**config.mk**
```make
export PLATFORM = sky130hd
export DESIGN_NAME = mainfsm
export DESIGN_NICKNAME = d
export VERILOG_FILES = /design/src/rtl/riscv_pkg.sv /design/src/rtl/fsm_outdec.sv /design/src/rtl/mainfsm.sv
export SDC_FILE = /design/constraint.sdc
export NUM_CORES = 1
export LEC_CHECK = 0
export ABC_CLOCK_PERIOD_IN_PS = 5500
export BUFFER_PORTS_ARGS = -buffer_cell sky130_fd_sc_hd__buf_2
export CAP_MARGIN = 10
export CORE_AREA = 2 2 39 41
export CTS_CLUSTER_SIZE = 24
export DETAILED_ROUTE_END_ITERATION = 7
export DIE_AREA = 0 0 41 43
export GPL_TIMING_DRIVEN = 0
export PLACE_DENSITY = 0.81
export SLEW_MARGIN = 0
export SYNTH_ARGS = -nofsm -noshare
export SYNTH_HDL_FRONTEND = slang
export SYNTH_SLANG_ARGS = --single-unit
```
**constraint.sdc**
```tcl
create_clock -name clk -period 5.5 [get_ports clk]
set_input_delay 1.65 -clock clk [delete_from_list [all_inputs] [get_ports clk]]
set_output_delay 1.65 -clock clk [all_outputs]
set_load 0.1 [all_outputs]
```
**src/rtl/riscv_pkg.sv**
```systemverilog
// Shared multicycle RISC-V control encodings: FSM state codes, opcodes and
// datapath mux/ALU select values used by both the control FSM and the datapath.
package riscv_pkg;

   typedef enum logic [3:0] {
      S_FETCH    = 4'd0,
      S_DECODE   = 4'd1,
      S_MEMADR   = 4'd2,
      S_MEMREAD  = 4'd3,
      S_MEMWB    = 4'd4,
      S_MEMWRITE = 4'd5,
      S_EXECUTER = 4'd6,
      S_EXECUTEI = 4'd7,
      S_ALUWB    = 4'd8,
      S_BRANCH   = 4'd9,
      S_JAL      = 4'd10,
      S_JALR     = 4'd11,
      S_LUI      = 4'd12,
      S_AUIPC    = 4'd13
   } state_t;

   localparam logic [6:0] OP_LOAD   = 7'b0000011;
   localparam logic [6:0] OP_STORE  = 7'b0100011;
   localparam logic [6:0] OP_RTYPE  = 7'b0110011;
   localparam logic [6:0] OP_ITYPE  = 7'b0010011;
   localparam logic [6:0] OP_BRANCH = 7'b1100011;
   localparam logic [6:0] OP_JAL    = 7'b1101111;
   localparam logic [6:0] OP_JALR   = 7'b1100111;
   localparam logic [6:0] OP_LUI    = 7'b0110111;
   localparam logic [6:0] OP_AUIPC  = 7'b0010111;

   localparam logic [1:0] SRCA_PC    = 2'b00;
   localparam logic [1:0] SRCA_OLDPC = 2'b01;
   localparam logic [1:0] SRCA_RS1   = 2'b10;
   localparam logic [1:0] SRCA_ZERO  = 2'b11;

   localparam logic [1:0] SRCB_RS2  = 2'b00;
   localparam logic [1:0] SRCB_IMM  = 2'b01;
   localparam logic [1:0] SRCB_FOUR = 2'b10;

   localparam logic [1:0] ALUOP_ADD   = 2'b00;
   localparam logic [1:0] ALUOP_SUB   = 2'b01;
   localparam logic [1:0] ALUOP_FUNCT = 2'b10;

   localparam logic [1:0] RES_ALUOUT    = 2'b00;
   localparam logic [1:0] RES_DATA      = 2'b01;
   localparam logic [1:0] RES_ALURESULT = 2'b10;

   typedef struct packed {
      logic       pc_update;
      logic       ir_write;
      logic       reg_write;
      logic       mem_write;
      logic       branch;
      logic       adr_src;
      logic [1:0] alu_src_a;
      logic [1:0] alu_src_b;
      logic [1:0] alu_op;
      logic [1:0] result_src;
   } ctrl_t;

endpackage

```
**src/rtl/fsm_outdec.sv**
```systemverilog
// Moore output decoder: maps the control FSM state to datapath control signals.
// Illegal state codes fall through to the all-zero default.
module fsm_outdec
   import riscv_pkg::*;
(
   input  state_t i_state,
   output ctrl_t  o_ctrl
);

   always_comb begin
      o_ctrl = '0;
      case (i_state)
         S_FETCH: begin
            o_ctrl.adr_src    = 1'b0;
            o_ctrl.ir_write   = 1'b1;
            o_ctrl.pc_update  = 1'b1;
            o_ctrl.alu_src_a  = SRCA_PC;
            o_ctrl.alu_src_b  = SRCB_FOUR;
            o_ctrl.alu_op     = ALUOP_ADD;
            o_ctrl.result_src = RES_ALURESULT;
         end
         S_DECODE: begin
            o_ctrl.alu_src_a = SRCA_OLDPC;
            o_ctrl.alu_src_b = SRCB_IMM;
            o_ctrl.alu_op    = ALUOP_ADD;
         end
         S_MEMADR: begin
            o_ctrl.alu_src_a = SRCA_RS1;
            o_ctrl.alu_src_b = SRCB_IMM;
            o_ctrl.alu_op    = ALUOP_ADD;
         end
         S_MEMREAD: begin
            o_ctrl.result_src = RES_ALUOUT;
            o_ctrl.adr_src    = 1'b1;
         end
         S_MEMWB: begin
            o_ctrl.result_src = RES_DATA;
            o_ctrl.reg_write  = 1'b1;
         end
         S_MEMWRITE: begin
            o_ctrl.result_src = RES_ALUOUT;
            o_ctrl.adr_src    = 1'b1;
            o_ctrl.mem_write  = 1'b1;
         end
         S_EXECUTER: begin
            o_ctrl.alu_src_a = SRCA_RS1;
            o_ctrl.alu_src_b = SRCB_RS2;
            o_ctrl.alu_op    = ALUOP_FUNCT;
         end
         S_EXECUTEI: begin
            o_ctrl.alu_src_a = SRCA_RS1;
            o_ctrl.alu_src_b = SRCB_IMM;
            o_ctrl.alu_op    = ALUOP_FUNCT;
         end
         S_ALUWB: begin
            o_ctrl.result_src = RES_ALUOUT;
            o_ctrl.reg_write  = 1'b1;
         end
         S_BRANCH: begin
            o_ctrl.alu_src_a  = SRCA_RS1;
            o_ctrl.alu_src_b  = SRCB_RS2;
            o_ctrl.alu_op     = ALUOP_SUB;
            o_ctrl.result_src = RES_ALUOUT;
            o_ctrl.branch     = 1'b1;
         end
         // JAL writes OldPC+4 as the link value while ALUOut (target) loads the PC
         S_JAL: begin
            o_ctrl.alu_src_a  = SRCA_OLDPC;
            o_ctrl.alu_src_b  = SRCB_FOUR;
            o_ctrl.alu_op     = ALUOP_ADD;
            o_ctrl.result_src = RES_ALUOUT;
            o_ctrl.pc_update  = 1'b1;
         end
         S_JALR: begin
            o_ctrl.alu_src_a = SRCA_RS1;
            o_ctrl.alu_src_b = SRCB_IMM;
            o_ctrl.alu_op    = ALUOP_ADD;
         end
         S_LUI: begin
            o_ctrl.alu_src_a = SRCA_ZERO;
            o_ctrl.alu_src_b = SRCB_IMM;
            o_ctrl.alu_op    = ALUOP_ADD;
         end
         S_AUIPC: begin
            o_ctrl.alu_src_a = SRCA_OLDPC;
            o_ctrl.alu_src_b = SRCB_IMM;
            o_ctrl.alu_op    = ALUOP_ADD;
         end
         default: o_ctrl = '0;
      endcase
   end

endmodule

```
**src/rtl/mainfsm.sv**
```systemverilog
// Multicycle RISC-V main control FSM: state register and next-state logic,
// with Moore outputs decoded by fsm_outdec.
module mainfsm
   import riscv_pkg::*;
(
   input  logic       clk,
   input  logic       reset,
   input  logic [6:0] op,
   output logic       PCUpdate,
   output logic       IRWrite,
   output logic       RegWrite,
   output logic       MemWrite,
   output logic       Branch,
   output logic       AdrSrc,
   output logic [1:0] ALUSrcA,
   output logic [1:0] ALUSrcB,
   output logic [1:0] ALUOp,
   output logic [1:0] ResultSrc,
   output logic [3:0] state
);

   state_t r_state;
   state_t w_next;
   ctrl_t  w_ctrl;

   always_ff @(posedge clk or posedge reset) begin
      if (reset) r_state <= S_FETCH;
      else       r_state <= w_next;
   end

   always_comb begin
      w_next = S_FETCH;
      case (r_state)
         S_FETCH:  w_next = S_DECODE;
         S_DECODE: begin
            case (op)
               OP_LOAD, OP_STORE: w_next = S_MEMADR;
               OP_RTYPE:          w_next = S_EXECUTER;
               OP_ITYPE:          w_next = S_EXECUTEI;
               OP_BRANCH:         w_next = S_BRANCH;
               OP_JAL:            w_next = S_JAL;
               OP_JALR:           w_next = S_JALR;
               OP_LUI:            w_next = S_LUI;
               OP_AUIPC:          w_next = S_AUIPC;
               default:           w_next = S_FETCH;
            endcase
         end
         S_MEMADR:   w_next = (op == OP_LOAD) ? S_MEMREAD : S_MEMWRITE;
         S_MEMREAD:  w_next = S_MEMWB;
         S_EXECUTER: w_next = S_ALUWB;
         S_EXECUTEI: w_next = S_ALUWB;
         S_JALR:     w_next = S_JAL;
         S_JAL:      w_next = S_ALUWB;
         S_LUI:      w_next = S_ALUWB;
         S_AUIPC:    w_next = S_ALUWB;
         default:    w_next = S_FETCH;
      endcase
   end

   fsm_outdec u_outdec (
      .i_state (r_state),
      .o_ctrl  (w_ctrl)
   );

   // Reset parks the FSM in FETCH, whose IRWrite/PCUpdate must not leak out
   assign PCUpdate  = w_ctrl.pc_update & ~reset;
   assign IRWrite   = w_ctrl.ir_write  & ~reset;
   assign RegWrite  = w_ctrl.reg_write & ~reset;
   assign MemWrite  = w_ctrl.mem_write & ~reset;
   assign Branch    = w_ctrl.branch    & ~reset;
   assign AdrSrc    = w_ctrl.adr_src;
   assign ALUSrcA   = w_ctrl.alu_src_a;
   assign ALUSrcB   = w_ctrl.alu_src_b;
   assign ALUOp     = w_ctrl.alu_op;
   assign ResultSrc = w_ctrl.result_src;
   assign state     = r_state;

endmodule

```
# After elaboration in Yosys (flattened, before gate mapping)
# Cells that the tools add are included.
dict set report totals {
  register_bits 4
  inputBits 9
  out_inout_bits 18
  elab_cells 48
}
dict set report classes {
  eq_ne 22
  mux 11
  n_bitwise 6
  reduce_logical 8
}
# operator count
set ops {}
lappend ops {{case mux 6 bit (8 select lines)} 1}
lappend ops {{case mux 4 bit (8 select lines)} 1}
lappend ops {{equality test 4 bit, second input constant} 6}
lappend ops {{case mux 4 bit (6 select lines)} 1}
lappend ops {{equality test 7 x 6 -> 1 bit, second input constant} 3}
lappend ops {{equality test 7 bit, second input constant} 3}
lappend ops {{equality test 4 x 3 -> 1 bit, second input constant} 4}
lappend ops {{equality test 7 x 5 -> 1 bit, second input constant} 2}
lappend ops {{OR reduction 2 bit} 6}
lappend ops {{equality test 4 x 2 -> 1 bit, second input constant} 2}
lappend ops {{equality test 7 x 2 -> 1 bit, second input constant} 1}
lappend ops {{two-way mux 1 bit} 6}
lappend ops {{bitwise AND 1 bit} 5}
lappend ops {{OR reduction 5 bit} 1}
lappend ops {{equality test 4 x 1 -> 1 bit, second input constant} 1}
lappend ops {{logical NOT 4 bit} 1}
lappend ops {{case mux 2 bit (2 select lines)} 1}
lappend ops {{two-way mux 3 bit} 1}
lappend ops {{inverter 1 bit} 1}

# Longest topological paths before layout
# Gate-level depths: netlist (run 1).
dict set report logic_depth {
  ltp_word 4
  ltp_mapped 4
  mapped_depth_nobuf 3
}

# Hierarchy
# Synthesis (run 1) repeated with hierarchy kept, for this count alone.
dict set report unflattened {
  hier_cells 76
  area_unflattened_um2 565.5
}
# mod n_inst cells_per_inst area_each_um2 seq_area_each_um2
set by_module_without_submodules {}
lappend by_module_without_submodules {mainfsm 1 40 311.5 100.1}
lappend by_module_without_submodules {fsm_outdec 1 36 254.0 0.0}

# Worst setup path before layout (run 1)
# OpenSTA, ideal clock, no wires.
dict set report synth_path {
  path_type {input to output}
  start {in reset}
  end {out RegWrite}
  arrival_time_ns 6.262
  required_time_ns 3.850
  slack_ns -2.412
  path_stages 1
  n_path_buf 0
  cell_sequence {a2111oi_0}
}
dict set report synth_via {
  elab_chain_cells 2
}
# item line
set synth_rtl {}
lappend synth_rtl {{start: declaration} mainfsm.sv:7} ;# input logic reset,
lappend synth_rtl {{inverter 1 bit} mainfsm.sv:68} ;# assign RegWrite = w_ctrl.reg_write & ~reset;
lappend synth_rtl {{bitwise AND 1 bit} mainfsm.sv:68}
lappend synth_rtl {{end: declaration} mainfsm.sv:11} ;# output logic RegWrite,
# No other way between the ends.

# Final worst setup path (run 1)
dict set report layout_path {
  start {in reset}
  end {out IRWrite}
}
dict set report layout_via {
  elab_chain_cells 2
}
# item line
set layout_rtl {}
lappend layout_rtl {{inverter 1 bit} mainfsm.sv:67} ;# assign IRWrite = w_ctrl.ir_write & ~reset;
lappend layout_rtl {{bitwise AND 1 bit} mainfsm.sv:67}
lappend layout_rtl {{end: declaration} mainfsm.sv:10} ;# output logic IRWrite,
# No other way between the ends.

==> summary.txt, run 1 <==
Status -> completed
Num rows -> 14
Pre-Repair DR Iteration Count -> 4
Post-DP HPWL -> 1100 µm
Post-synthesis sequential area ratio -> 20.1%
Initial DRC count -> 10
Final core utilization -> 49.5%
Worst clock skew -> 0.000405 ns
Die extent in y -> 43 µm
Top cell by count, worst path -> buf_2
Max_cap viols -> 0
Req. time, crit path -> 3.85 ns
Longest Clk Path Bufs -> 2
CTS Hold Bufs -> 0
Netlist cell types -> 36
Total grt overflow -> 0
Max-slew headroom -> 67.7%
Fmax -> 0.239 GHz
Drt drc -> 0
RSZ-0062 raised after global routing -> false
Total GRT Usage -> 18.3%
Worst-path clk slew -> 0.04 ns
Final-report setup violation count -> 0
Hold slack -> 0.709 ns
Cells after Synth -> 69
Final Hold Fails -> 0
Top FF cell, synth -> dfrtp_1
Max VDD drop -> 0.243 mV
Leakage power -> 0.325 nW
Max reg flops -> 4
DRT Wirelength -> 1410 µm
Slew @ Worst Pin -> 0.488 ns
Worst Path Class, Setup -> in -> out
Initial antenna violation count -> 0
Crit path buffers/inverters -> 3
First-pass GRT wire length -> 2130 µm
Vias/cell -> 5.53
Synth-to-layout area growth -> 37.1%
CP startpoint kind -> input pin
Leading cell type in the layout, fill and taps excluded -> buf_2
Synth warn -> 0
CTS tree -> done
Vias in the first global route -> 503
Min Clock Period, post-route -> 4.18 ns
# resized after CTS -> 0
Synthesized cell area -> 499 µm²
Crit path max fanout -> 5
Routability congestion estimate -> 0.828
Core Area -> 1380 µm²
Crit-path leading delay family -> buffers and inverters
Number of port buffers -> 26
CTS root buf -> clkbuf_4
Htree depth -> 1
Post-synth EDFFs -> 0
Syn avg cell area -> 7.24 µm²
Pin count of the biggest net entering global routing -> 11
CTS Buf Count -> 3
Total number of vias -> 630
Min-Delay Path Class -> reg -> reg
Initial Utilization -> 36.1%
Crit end category -> primary output
Worst Path Arrival -> 2.53 ns
Placed insts -> 111
Share of cells above drive strength 1 -> 35.7%
Antenna Nets Post-Route -> 0
Ports -> 27
Layout Cells excl Fill -> 114
WL/cell -> 12.3 µm
Reg2Reg Setup Slack -> 3.98 ns
Slew Viols, Final -> 0
Final worst-path cycle share -> 76.0%
CTS Sinks -> 4
Post-synth ARST share -> 100%
Die width -> 41 µm
Nets -> 109
Skew-Pair Late Insertion Delay -> 0.24 ns
Slowest cell on crit path -> buf_2
Die area -> 1760 µm²
Setup TNS -> 0 ns
Critical Path Max Stage Delay -> 0.41 ns
PD cells -> 569 nW/µm²
Commonest non-fill, non-tap cells in the layout -> buf_2 (26), nor3_1 (9), nor2_1 (6)
Syn Nets -> 78
#FFs+latches synth -> 4
Post-CTS Setup Inserts -> 0
Worst path cell trace -> buf_2 -> inv_1 -> and3_1 -> buf_2
Fillers -> 140
Antenna fix cells -> 0
[metrics by stage]
step,total power [mW],worst slack [ns],cell area (µm²)
final,0.389,1.32,684
after global routing,0.409,1.27,684
after CTS,0.390,1.31,684
after detailed placement,0.350,1.31,662
after global placement,0.347,1.32,662
after floorplan,0.306,0.102,512
[report_power, final]
part | internal (mW) | total [mW] | switching, mW
combinational | 0.0478 | 0.306 | 0.258
sequential | 0.0343 | 0.0442 | 0.00989
clock | 0.0246 | 0.0393 | 0.0147
[tightest hold or removal path, stage by stage (launching register included)]
cell and delay (ns):
dfrtp_1 0.44, or2_2 0.17, a21oi_1 0.05
[synth_stat cells, types with 2 or more instances]
| cell type | instances | share of area [%] |
|---|---|---|
| nand3b_1 | 2 | 3.0 |
| inv_1 | 3 | 2.3 |
| nand2b_1 | 4 | 5.0 |
| o21ai_0 | 3 | 3.0 |
| nor2_1 | 6 | 4.5 |
| nor3_1 | 9 | 9.0 |
| nor2b_1 | 4 | 5.0 |
| o31ai_1 | 2 | 3.0 |
| clkbuf_1 | 4 | 3.0 |
| nand2_1 | 3 | 2.3 |
| dfrtp_1 | 4 | 20 |
[worst paths after layout]
kind                            end  cells past startpoint      from
setup / recovery            IRWrite                      4     reset
hold / removal             state[0]                      2  state[2]
setup reg to reg           state[1]                      3  state[2]
hold reg to reg            state[0]                      2  state[2]
max in group asynchronous  state[3]                      2     reset
min in group asynchronous  state[2]                      2     reset
[logic make-up after synthesis]
group                     synth area share, %
and+or+nand+nor                          41.4
AOI/OAI and AO/OA                        25.6
buffers and inverters                    5.26
DFF                                      20.1
xor gates and xnor gates                 3.51
muxes                                    4.26
[final cells by class]
cell class              instances  area, µm²  area share, %
repair buffers                 26        130           19.0
well taps                      16       20.0           2.93
multi-input cells              58        385           56.3
flip-flops and latches          4        100           14.6
inverters                       3       11.3           1.65
clock buffers                   3       22.5           3.29
plain buffers                   4       15.0           2.19
[layer usage]
metal	wire (µm)	part of all wire [%]	GRT usage [%]	vias up
li1	-	-	-	315
met1	630	45	22.2	291
met2	685	49	25.0	22
met3	70	5.0	5.76	2
met4	19	1.4	14.7	0
met5	0	0	0	-
(Power assumes the default switching activity.)
==> run 2, diff against run 1 <==
- ABC_CLOCK_PERIOD_IN_PS: 5500 -> 3700
- CORE_AREA: 2 2 39 41 -> unset
- CORE_MARGIN: unset -> 1
- CORE_UTILIZATION: unset -> 38
- DIE_AREA: 0 0 41 43 -> unset
- PLACE_DENSITY: 0.81 -> 0.84
- clock period: 5.5 -> 3.7 ns (I/O delays scaled with it)
==> run 2 against run 1 <==
  * First-iteration DRC count up 90%
  * Flip-flop and latch count unchanged
  * Die area down 17%
  * Register-to-register slack worse by 1.9 ns
  * Clock skew up 0.0038 ns
  * Critical path depth up 1
  * Routed wire length up 13%
  * Highest routed layer unchanged
==> summary.txt, run 2 (same netlist as run 1, synthesis figures left out) <==
Status -> completed (unchanged)
Vias in the first global route -> 554 (was 503)
Number of port buffers -> 26 (unchanged)
Max-slew headroom -> 58.5% (was 67.7%)
Die width -> 38.2 µm (was 41 µm)
Final Hold Fails -> 0 (unchanged)
Worst clock skew -> 0.00422 ns (was 0.000405 ns)
Slowest cell on crit path -> clkbuf_1 (was buf_2)
Total GRT Usage -> 25.5% (was 18.3%)
Htree depth -> 1 (unchanged)
Core Area -> 1160 µm² (was 1380 µm²)
Total number of vias -> 656 (was 630)
Die extent in y -> 38.2 µm (was 43 µm)
Fmax -> 0.302 GHz
First-pass GRT wire length -> 2540 µm (was 2130 µm)
Commonest non-fill, non-tap cells in the layout -> buf_2 (26), nor3_1 (6), nor2_1 (6) (was buf_2 (26), nor3_1 (9), nor2_1 (6))
Initial Utilization -> 43.2% (was 36.1%)
Post-DP HPWL -> 1220 µm (was 1100 µm)
CTS tree -> done (unchanged)
Req. time, crit path -> 2.59 ns (was 3.85 ns)
Leakage power -> 0.339 nW (was 0.325 nW)
Pre-Repair DR Iteration Count -> 4 (unchanged)
Nets -> 109 (unchanged)
Skew-Pair Late Insertion Delay -> 0.24 ns (about the same)
Leading cell type in the layout, fill and taps excluded -> buf_2 (unchanged)
Longest Clk Path Bufs -> 2 (unchanged)
Power, Total -> 608 µW (was 389 µW)
R2r worst-path depth -> 4 (was 3)
Design area -> 732 µm² (was 684 µm²)
Max_cap viols -> 0 (unchanged)
CTS root buf -> clkbuf_4 (unchanged)
CP startpoint kind -> register (was input pin)
Drt drc -> 0 (unchanged)
Max VDD drop -> 0.405 mV (was 0.243 mV)
Worst Path Arrival -> 2.20 ns (was 2.53 ns)
Slew @ Worst Pin -> 0.622 ns (was 0.488 ns)
Crit end category -> primary output (unchanged)
Worst Path Class, Setup -> reg -> out (was in -> out)
Critical Path Max Stage Delay -> 0.52 ns (was 0.41 ns)
Initial DRC count -> 19 (was 10)
Worst path cell trace -> clkbuf_1 -> inv_1 -> nor3_1 -> a221o_1 -> buf_2 (was buf_2 -> inv_1 -> and3_1 -> buf_2)
Final-report setup violation count -> 0 (unchanged)
Initial antenna violation count -> 0 (unchanged)
Crit path max fanout -> 10 (was 5)
Die area -> 1460 µm² (was 1760 µm²)
Hold path cells -> 3 (was 2)
Num rows -> 12 (was 14)
Max reg flops -> 4 (unchanged)
Synth-to-layout area growth -> 46.6% (was 37.1%)
Setup ws final -> 0.387 ns (was 1.32 ns)
Share of cells above drive strength 1 -> 41.8% (was 35.7%)
DRT Wirelength -> 1590 µm (was 1410 µm)
Placed cell areas -> 709 µm² (was 662 µm²)
CTS Buf Count -> 3 (unchanged)
Min Clock Period, post-route -> 3.31 ns
WL/cell -> 14.2 µm (was 12.3 µm)
Antenna fix cells -> 0 (unchanged)
Post-CTS Setup Inserts -> 0 (unchanged)
RSZ-0062 raised after global routing -> false (unchanged)
PD cells -> 831 nW/µm² (was 569 nW/µm²)
Routability congestion estimate -> 0.831 (was 0.828)
# resized after CTS -> 0 (unchanged)
Vias/cell -> 5.86 (was 5.53)
CTS Sinks -> 4 (unchanged)
Total grt overflow -> 0 (unchanged)
CTS Hold Bufs -> 0 (unchanged)
Worst-path clk slew -> 0.04 ns (about the same)
Pin count of the biggest net entering global routing -> 11 (unchanged)
Final worst-path cycle share -> 89.6%
Slew Viols, Final -> 0 (unchanged)
Pre-CTS setup slack -> 0.567 ns (was 1.31 ns)
Ports -> 27 (unchanged)
Final core utilization -> 63.3% (was 49.5%)
Antenna Nets Post-Route -> 0 (unchanged)
Min-Delay Path Class -> reg -> reg (unchanged)
Setup TNS -> 0 ns (unchanged)
-- run 2: cell types whose count changed in the layout (fill, tap and decap cells not counted) --
cell / before / now
nor3_4: 0 / 1
o21ai_2: 0 / 1
nor3_2: 0 / 2
o31ai_1: 2 / 1
nor3_1: 9 / 6
o21ai_0: 3 / 2
nor3b_1: 1 / 0
nor3b_4: 0 / 1
o31ai_4: 0 / 1
-- run 2: path summary, 6_finish.rpt --
| check | startpoint | to | slack (ns) |
|---|---|---|---|
| min in group asynchronous | reset | state[1] | 0.82 |
| hold / removal | state[0] | state[1] | 0.78 |
| setup / recovery | state[1] | ALUSrcA[1] | 0.39 |
| hold reg to reg | state[0] | state[1] | 0.78 |
| setup reg to reg | state[1] | state[1] | 2.07 |
| max in group asynchronous | reset | state[3] | 2.71 |
-- run 2: cell type report --
cell class              instances  area (µm²)
plain buffers                   4        15.0
repair buffers                 26         130
fillers                       106         424
clock buffers                   3        22.5
multi-input cells              58         435
inverters                       3        11.3
flip-flops and latches          4         100
well taps                      14        17.5
-- run 2: worst max-delay path: cells and delay by family (launching register included) --
kind                   cells  cell delay (ns)
buffers and inverters      3             1.14
AND/OR/NAND/NOR            1             0.20
AO/OA/AOI/OAI              1             0.15
flip-flops                 1             0.48
-- run 2: power breakdown --
| part | total, mW | leakage (nW) | internal, mW | switching, mW |
|---|---|---|---|---|
| registers | 0.0664 | 0.0534 | 0.0510 | 0.0155 |
| logic | 0.488 | 0.272 | 0.0883 | 0.400 |
| clock network | 0.0537 | 0.0138 | 0.0362 | 0.0175 |
| total | 0.608 | 0.339 | 0.176 | 0.433 |
-- run 2: per-layer routing --
layer	track usage [%]	vias to the layer above	routed length (µm)
met2	40.3	26	781
met1	33.2	309	691
met3	6.98	3	104
met4	8.04	0	8
met5	0	-	0
li1	-	318	-
-- run 2: metrics by stage --
stage	hold slack [ns]	instances
final	0.776	112
after global routing	0.818	112
after CTS	0.778	112
after detailed placement	0.763	109
after global placement	0.748	109
after floorplan	0.881	69
==> run 3, diff against run 2 <==
- BUFFER_PORTS_ARGS: -buffer_cell sky130_fd_sc_hd__buf_2 -> unset
- CORE_AREA: unset -> 2 2 39 41
- CORE_MARGIN: 1 -> unset
- CORE_UTILIZATION: 38 -> unset
- DIE_AREA: unset -> 0 0 41 43
- DONT_BUFFER_PORTS: unset -> 1
- PLACE_DENSITY: 0.84 -> 0.65
==> run 3 against run 2 <==
  * Global-route usage decreased by 5.3 points
  * Final cell count decreased by 18%
  * Routed wire length decreased by 7.1%
  * Utilization decreased by 11 points
  * Maximum frequency decreased by 6.5%
  * Total power decreased by 1.2%
  * Critical path depth decreased by 2
  * Register-to-register slack got worse by 0.22 ns
  * Cell area decreased by 1.2%
  * Flip-flop and latch count unchanged
  * Setup slack got worse by 0.23 ns
  * Clock skew decreased by 0.0025 ns
==> summary.txt, run 3 (same netlist as run 1, synthesis figures left out) <==
Status -> completed (unchanged)
Setup ws final -> 0.156 ns (was 0.387 ns)
Crit end category -> primary output (unchanged)
Area of the multi-input gates -> 485 µm² (was 435 µm²)
Drt drc -> 0 (unchanged)
Routability congestion estimate -> 0.818 (was 0.831)
Antenna fix cells -> 0 (unchanged)
Req. time, crit path -> 2.59 ns (about the same)
Skew-Pair Late Insertion Delay -> 0.23 ns (was 0.24 ns)
Register area -> 105 µm² (was 100 µm²)
First-pass GRT wire length -> 2440 µm (was 2540 µm)
Share of cells above drive strength 1 -> 40.8% (was 41.8%)
Worst Path Arrival -> 2.43 ns (was 2.20 ns)
Max_cap viols -> 0 (unchanged)
Fmax -> 0.282 GHz (was 0.302 GHz)
Fillers -> 134 (was 106)
Total GRT Usage -> 20.2% (was 25.5%)
Ports -> 27 (unchanged)
# resized after CTS -> 8 (was 0)
Nets -> 87 (was 109)
Crit path buffers/inverters -> 1 (was 3)
Critical Path Max Stage Delay -> 0.86 ns (was 0.52 ns)
WL/cell -> 16.0 µm (was 14.2 µm)
Pre-CTS setup slack -> -0.229 ns (was 0.567 ns)
Pre-Repair DR Iteration Count -> 4 (unchanged)
Core Area -> 1380 µm² (was 1160 µm²)
Setup TNS -> 0 ns (unchanged)
CTS Buf Count -> 3 (unchanged)
Antenna Nets Post-Route -> 0 (unchanged)
Num rows -> 14 (was 12)
CTS tree -> done (unchanged)
Vias in the first global route -> 539 (was 554)
Htree depth -> 1 (unchanged)
Max reg flops -> 4 (unchanged)
Min-Delay Path Class -> in -> async (was reg -> reg)
Number of port buffers -> 0 (was 26)
Max-slew headroom -> 28.1% (was 58.5%)
Vias/cell -> 6.07 (was 5.86)
Design area -> 723 µm² (was 732 µm²)
Initial DRC count -> 20 (was 19)
Final-report setup violation count -> 0 (unchanged)
Pin count of the biggest net entering global routing -> 11 (unchanged)
DRT Wirelength -> 1470 µm (was 1590 µm)
Initial Utilization -> 36.1% (was 43.2%)
Post-CTS Setup Inserts -> 0 (unchanged)
Worst clock skew -> 0.00173 ns (was 0.00422 ns)
Die extent in y -> 43 µm (was 38.2 µm)
Slowest cell on crit path -> o31ai_4 (was clkbuf_1)
Final core utilization -> 52.3% (was 63.3%)
Die width -> 41 µm (was 38.2 µm)
Crit-path leading delay family -> compound AO/OA/AOI/OAI gates (was buffers and inverters)
Leakage power -> 0.254 nW (was 0.339 nW)
CTS root buf -> clkbuf_4 (unchanged)
CTS Hold Bufs -> 0 (unchanged)
Placed cell areas -> 691 µm² (was 709 µm²)
Worst path cell trace -> clkbuf_1 -> nor3_1 -> o31ai_4 (was clkbuf_1 -> inv_1 -> nor3_1 -> a221o_1 -> buf_2)
Die area -> 1760 µm² (was 1460 µm²)
CP startpoint kind -> register (unchanged)
PD cells -> 831 nW/µm² (about the same)
Final Hold Fails -> 0 (unchanged)
Longest Clk Path Bufs -> 2 (unchanged)
RSZ-0062 raised after global routing -> false (unchanged)
Worst-path clk slew -> 0.04 ns (about the same)
Initial antenna violation count -> 0 (unchanged)
Min Clock Period, post-route -> 3.54 ns (was 3.31 ns)
Slew Viols, Final -> 0 (unchanged)
Post-DP HPWL -> 1140 µm (was 1220 µm)
CTS Sinks -> 4 (unchanged)
Synth-to-layout area growth -> 44.9% (was 46.6%)
Crit path max fanout -> 10 (unchanged)
Total number of vias -> 558 (was 656)
Slew @ Worst Pin -> 1.08 ns (was 0.622 ns)
Worst Path Class, Setup -> reg -> out (unchanged)
Total grt overflow -> 0 (unchanged)
Final worst-path cycle share -> 95.8% (was 89.6%)
Max VDD drop -> 0.485 mV (was 0.405 mV)
==> run 3: cell types whose count changed in the layout (fill, tap and decap cells not counted), sizes merged <==
| cell | before | now |
|---|---|---|
| buf | 26 | 4 |
==> run 3: layout make-up <==
cell class | count | area share [%]
Clock buffer | 3 | 3.11
Multi-Input combinational cell | 58 | 67.1
Inverter | 3 | 1.56
Tap cell | 16 | 2.77
Timing Repair Buffer | 4 | 8.30
Buffer | 4 | 2.60
Sequential cell | 4 | 14.5
==> run 3: power by group <==
part	internal, mW	leakage, nW	switching (mW)
combinational	0.0801	0.193	0.350
clock	0.0361	0.0138	0.0154
sequential	0.0513	0.0474	0.0685
total	0.167	0.254	0.434
==> run 3: worst reg2reg max path, cell delays in order, from the launching register on <==
cell      delay, ns
dfrtp_2        0.72
clkbuf_1       0.45
or2_2          0.25
nor3_1         0.06
a31o_2         0.25
==> run 3: metrics by stage <==
stage          hold WS, ns  std cells  power (mW)
4_1_cts              0.661         92       0.605
6_report             0.667         92       0.601
5_1_grt              0.662         92       0.630
2_1_floorplan        0.881         69       0.486
3_5_place_dp         0.907         89       0.548
3_3_place_gp         0.909         85       0.509
==> run 3: metal layers <==
layer | part of all wire (%) | up-vias | GRT usage (%)
met2 | 50 | 28 | 26.9
met3 | 10 | 0 | 8.90
li1 | - | 274 | -
met5 | 0 | - | 0
met4 | 0 | 0 | 8.67
met1 | 40 | 256 | 27.6
==> run 3: final timing paths <==
check | slack (ns) | end | from | depth (start not counted)
setup / recovery | 0.16 | ALUSrcB[0] | state[3] | 3
hold / removal | 0.67 | state[1] | reset | 1
setup reg to reg | 1.85 | state[3] | state[3] | 4
hold reg to reg | 1.03 | state[1] | state[0] | 3
max in group asynchronous | 2.85 | state[3] | reset | 1
min in group clk | 1.03 | state[1] | state[0] | 3
